`config.mk`:
```
export PLATFORM = sky130hd
export DESIGN_NAME = dti_fifo_wptr_full_gf
export DESIGN_NICKNAME = d
export VERILOG_FILES = /design/src/rtl/dti_fifo_pkg.sv /design/src/rtl/dti_gray2bin.sv /design/src/rtl/dti_fifo_wptr_full_gf.sv
export SDC_FILE = /design/constraint.sdc
export NUM_CORES = 1
export LEC_CHECK = 0
export CAP_MARGIN = 20
export CORE_UTILIZATION = 35
export CTS_CLUSTER_SIZE = 24
export DETAILED_ROUTE_END_ITERATION = 7
export HOLD_SLACK_MARGIN = 0.15
export PLACE_DENSITY = 0.77
export REMOVE_ABC_BUFFERS = 1
export SLEW_MARGIN = 20
export SYNTH_ARGS = -nofsm -noshare
export SYNTH_HDL_FRONTEND = slang
export SYNTH_SLANG_ARGS = --single-unit
```
`constraint.sdc`:
```
create_clock -name clk -period 1.9 [get_ports clk]
set_clock_uncertainty 0.1 [all_clocks]
set_input_delay 0.57 -clock clk [delete_from_list [all_inputs] [get_ports clk]]
set_output_delay 0.57 -clock clk [all_outputs]
set_load 0.005 [all_outputs]
```
`src/rtl/dti_fifo_pkg.sv`:
```
// Shared definitions for the dual-clock gray-code FIFO pointer controllers.
// Holds the pointer-width rule and generic binary/gray conversions used by
// both the write-side and read-side controllers.
package dti_fifo_pkg;

  // Widest pointer the conversion helpers handle; narrower pointers are
  // zero-extended in and truncated out by the caller.
  localparam int PTR_MAX_W = 32;

  typedef logic [PTR_MAX_W-1:0] ptr_vec_t;

  // Pointer width: one extra wrap bit above the RAM address distinguishes
  // full from empty.
  function automatic int ptr_width(input int addr_width);
    return addr_width + 1;
  endfunction

  // Binary to reflected gray code.
  function automatic ptr_vec_t bin2gray(input ptr_vec_t bin);
    return bin ^ (bin >> 1);
  endfunction

  // Reflected gray code to binary: each bit is the XOR of all gray bits at
  // or above it. Zero-extended upper bits leave the result unaffected.
  function automatic ptr_vec_t gray2bin(input ptr_vec_t gray);
    ptr_vec_t bin;
    bin = '0;
    bin[PTR_MAX_W-1] = gray[PTR_MAX_W-1];
    for (int i = PTR_MAX_W - 2; i >= 0; i--) begin
      bin[i] = bin[i+1] ^ gray[i];
    end
    return bin;
  endfunction

endpackage

```
`src/rtl/dti_gray2bin.sv`:
```
// Parameterized-width gray-to-binary converter (XOR prefix from the MSB).
// Shared by the write-side and read-side FIFO pointer controllers.
module dti_gray2bin #(
  parameter int WIDTH = 5
) (
  input  logic [WIDTH-1:0] i_gray,
  output logic [WIDTH-1:0] o_bin
);

  // Bit i of the binary value is the XOR-reduction of gray bits [WIDTH-1:i].
  always_comb begin
    // NOTE: a default before the loop guarantees every bit is assigned on
    // every evaluation, so no latch can be inferred.
    o_bin = '0;
    for (int i = 0; i < WIDTH; i++) begin
      o_bin[i] = ^(i_gray >> i);
    end
  end

endmodule

```
`src/rtl/dti_fifo_wptr_full_gf.sv`:
```
// Write-side pointer and full-flag controller for the dual-clock gray FIFO.
// Runs entirely in the write clock domain: turns pushes into a binary RAM
// address plus a registered gray write pointer for the cross-domain
// synchronizer, and derives a registered full flag from the read pointer
// synchronized back into this domain.
// Optional build macro DTI_FIFO_WPTR_AFULL_EN adds a registered occupancy
// estimate (wr_level) and almost-full flag; without it both are tied to 0.
module dti_fifo_wptr_full_gf
  import dti_fifo_pkg::*;
#(
  parameter int ADDR_WIDTH   = 4,
  parameter int AFULL_THRESH = 2**ADDR_WIDTH - 2
) (
  input  logic                  clk,
  input  logic                  reset_n,
  input  logic                  wr_en,
  input  logic [ADDR_WIDTH:0]   rptr_gray_sync,
  output logic [ADDR_WIDTH-1:0] waddr,
  output logic                  wr_push,
  output logic [ADDR_WIDTH:0]   wptr_gray,
  output logic                  full,
  output logic                  wr_overflow,
  output logic [ADDR_WIDTH:0]   wr_level,
  output logic                  almost_full
);

  localparam int PTR_W = ptr_width(ADDR_WIDTH);

  logic [PTR_W-1:0] r_wbin;
  logic [PTR_W-1:0] r_wgray;
  logic             r_full;
  logic             r_overflow;

  logic             w_push;
  logic [PTR_W-1:0] w_wbin_next;
  logic [PTR_W-1:0] w_wgray_next;
  logic [PTR_W-1:0] w_rptr_full_cmp;
  logic             w_full_next;

  // A push is accepted only when the FIFO is not already full.
  assign w_push = wr_en & ~r_full;

  assign w_wbin_next  = r_wbin + {{(PTR_W-1){1'b0}}, w_push};
  assign w_wgray_next = PTR_W'(bin2gray(ptr_vec_t'(w_wbin_next)));

  // Full when the write pointer has lapped the read pointer by exactly one
  // depth: in gray code that is the top two bits inverted, the rest equal.
  assign w_rptr_full_cmp = {~rptr_gray_sync[ADDR_WIDTH:ADDR_WIDTH-1],
                            rptr_gray_sync[ADDR_WIDTH-2:0]};
  assign w_full_next     = (w_wgray_next == w_rptr_full_cmp);

  // Pointer, full flag and sticky overflow, all cleared by asynchronous reset.
  always_ff @(posedge clk or negedge reset_n) begin
    if (!reset_n) begin
      r_wbin     <= '0;
      r_wgray    <= '0;
      r_full     <= 1'b0;
      r_overflow <= 1'b0;
    end else begin
      // NOTE: non-blocking assignments so every register samples the values
      // from before this edge, independent of statement order.
      r_wbin  <= w_wbin_next;
      r_wgray <= w_wgray_next;
      r_full  <= w_full_next;
      if (wr_en && r_full) begin
        r_overflow <= 1'b1;
      end
    end
  end

  assign waddr       = r_wbin[ADDR_WIDTH-1:0];
  assign wr_push     = w_push;
  assign wptr_gray   = r_wgray;
  assign full        = r_full;
  assign wr_overflow = r_overflow;

`ifdef DTI_FIFO_WPTR_AFULL_EN
  localparam logic [PTR_W-1:0] AFULL_LVL = PTR_W'(AFULL_THRESH);

  logic [PTR_W-1:0] w_rbin;
  logic [PTR_W-1:0] w_level_next;
  logic [PTR_W-1:0] r_level;
  logic             r_afull;

  dti_gray2bin #(
    .WIDTH (PTR_W)
  ) u_rptr_g2b (
    .i_gray (rptr_gray_sync),
    .o_bin  (w_rbin)
  );

  // Occupancy wraps modulo the pointer range, matching the pointer arithmetic.
  assign w_level_next = w_wbin_next - w_rbin;

  // Registered occupancy estimate and almost-full flag.
  always_ff @(posedge clk or negedge reset_n) begin
    if (!reset_n) begin
      r_level <= '0;
      r_afull <= 1'b0;
    end else begin
      r_level <= w_level_next;
      r_afull <= (w_level_next >= AFULL_LVL);
    end
  end

  assign wr_level    = r_level;
  assign almost_full = r_afull;
`else
  assign wr_level    = '0;
  assign almost_full = 1'b0;
`endif

endmodule
```
==> metrics.cfg <==
[logic_synthesis]
yosysMostFrequentCell = dfrtp_1
synth.cell_area_um2 = 563
yosys.area.top_type = dfrtp_1
avgSynthCellArea_um2 = 12.2
synth_edf_count = 0
synthFlopType = dfrtp_1
ys_types = 19
async_flop_share_pct = 100
yosysTopAreaCellShare_pct = 48.9
ys_top_cells_by_area = dfrtp_1 (49%), xnor2_1 (11%), xor2_1 (9.3%), buf_4 (8.0%), ha_1 (4.4%)
yosys_register_bits = 11
syn-instance-count = 46
yosysWarnings = 0
ys_seq_area_share_pct = 48.9
netlist_top_cells_count = dfrtp_1 (11), xnor2_1 (7), buf_4 (6), xor2_1 (6), ha_1 (2)

[final_layout]
stdcell_count = 103
multi_input_area_um2 = 350
drive_above_1_share_pct = 46.0
fillers = 106
seq_area_um2 = 280
area_growth_pct = 80.4
nets = 98
diodes = 0
stdcell_area_um2 = 1020
final_util_pct = 67.4

[clocking]
root_buffer = clkbuf_4
cts_sinks = 11
h-tree-depth = 1
clkLatencyLatePin_ns = 0.27
cts_hold_buf = 0
clk_pin_slew_ns = 0.07
cts_tree = built
clk_path_buf_depth = 2
cts_buffers = 3

[critical_path]
worstSetupPathType = reg2reg
start_kind = flip-flop
path_delay_family = flip-flops
crit_path_end_kind = flip-flop
crit_required_ns = 1.97
crit_chain = buf_6 > nor2b_4 > ha_4 > ha_4 > buf_6 > xnor2_4 > xnor2_2 > xor2_1 > nor4_1
cpPeakStageDelay_ns = 0.39
path_max_fanout = 3
crit_arrival_ns = 1.98
cp_slowest_cell = dfrtp_1
critPathBufInv = 2

[grt]
grt_use_total_pct = 15.3
grt-ovfl-total = 0
grt_first_pass_wirelength_um = 1950
grt_pass1_vias = 444
antenna_found_initial = 0
grt_start_max_net_pins = 12

[sta]
worst_slack_ns = -0.00849
tns_ns = -0.00849
slew_headroom_pct = 66.6
max_freq_mhz = 524
drv_slew = 0
worst_pin_slew_ns = 0.499
rsz0062_at_grt = true
min_period_over_period_pct = 100
setup_violations = 1
min_period_ns = 1.91
finalHoldViolations = 0

[drt]
drc = 0
ant_nets = 0
vias = 465
routedWlPerCell_um = 13.6
wl_um = 1400
drt_iter0_drc = 8
first_pass_iters = 4
vias_per_cell = 4.51

[run_status]
violations = setup timing
outcome = complete, but fails checks

[power]
seqPwrFrac_pct = 23.1
p_int_mw = 1.28
switching_share_pct = 34.3
p_comb_share_pct = 68.6
power_switching_mw = 0.670
p_leak_nw = 0.489
power_mw = 1.95
power.density_nw_per_um2 = 1920
ir_worst_vdd_v = 0.000830
clockPowerShare_pct = 8.3

[floorplanning]
pin_count = 26
die_area_um2 = 1770
die_y_um = 42.1
start_util_pct = 37.4
core_um2 = 1510
std_cell_rows = 14
dieWidth_um = 42.1

[placement]
io_buffers = 19
place_hpwl_um = 844
dpl_cell_area_um2 = 815
dp_cells = 89
gp_congestion = 0.696

[job]
max_cap_viol_count = 0

[hold_path]
hold_path_class = reg2reg

-- registers in the layout, summed over array words and instances, names as in the netlist --
name	flops
wptr_gray	4
wr_overflow	1
full	1
r_wbin	5
-- power groups by stage --
stage | combinational, mW | clock [mW] | sequential [mW]
after floorplan | 0.433 | 0 | 0.470
final | 1.34 | 0.163 | 0.452
after global placement | 0.894 | 0 | 0.463
after CTS | 1.10 | 0.170 | 0.452
after global routing | 1.43 | 0.188 | 0.468
after detailed placement | 0.918 | 0 | 0.469
-- logic make-up (layout without fill, tap and decap cells) --
family                   after synthesis  count (layout)  synth area share [%]
AO/OA/AOI/OAI                          4               4                  5.78
XOR/XNOR                              14              14                  23.1
adder cells (fa/ha/maj)                2               2                  4.44
buffers and inverters                  6              42                  8.00
flip-flops                            11              11                  48.9
multiplexers                           1               1                  1.78
other                                  1               6                 0.666
AND/OR/NAND/NOR                        7               7                  7.34
-- stage by stage --
stage | hold slack [ns] | worst slack [ns]
after global routing | 0.408 | -0.136
after CTS | 0.379 | -0.0295
after detailed placement | 0.363 | -0.716
after global placement | 0.341 | -0.722
after floorplan | 0.174 | -0.297
final | 0.373 | -0.00849
-- timing repair --
item,4_1_cts,5_1_grt
gates cloned,0,0
pin swaps,4,3
buffers inserted,4,6
gates resized for setup,18,9
endpoints found under the setup margin,12,6
-- cell usage in the layout, fill, tap and decap left out, types with 2 or more instances in the layout --
| cell type | netlist | routed |
|---|---|---|
| buf_4 | 6 | 17 |
| clkdlybuf4s50_1 | 0 | 15 |
| dlymetal6s2s_1 | 0 | 2 |
| xnor2_1 | 7 | 4 |
| xnor2_2 | 1 | 3 |
| a21boi_2 | 1 | 2 |
| clkbuf_4 | 0 | 3 |
| dfrtp_1 | 11 | 7 |
| dfrtp_2 | 0 | 4 |
| xor2_1 | 6 | 5 |
| ha_4 | 0 | 2 |
| conb_1 | 1 | 6 |
| buf_6 | 0 | 2 |
-- final cells by class --
| type | instances | area share [%] |
|---|---|---|
| clock buffers | 4 | 2.59 |
| repair buffers | 38 | 33.4 |
| multi-input cells | 34 | 34.5 |
| well taps | 16 | 1.97 |
| flip-flops and latches | 11 | 27.6 |
-- worst paths after layout --
path / start / end / slack, ns / cells past startpoint
worst max-delay path: full / full / -0.008 / 9
worst min register to register: wr_overflow / wr_overflow / 0.37 / 1
worst max register to register: full / full / -0.008 / 9
worst min-delay path: wr_overflow / wr_overflow / 0.37 / 1
min in group asynchronous: reset_n / wptr_gray[2] / 0.53 / 1
max in group asynchronous: reset_n / r_wbin[4] / 0.80 / 1
-- layer usage --
| layer | wire, um | vias up | global-route usage (%) |
|---|---|---|---|
| li1 | - | 223 | - |
| met1 | 572 | 218 | 17.1 |
| met2 | 711 | 20 | 26.3 |
| met3 | 82 | 4 | 3.45 |
| met4 | 31 | 0 | 9.38 |
| met5 | 0 | - | 0 |
No activity file was read; power rests on OpenSTA's default activity.
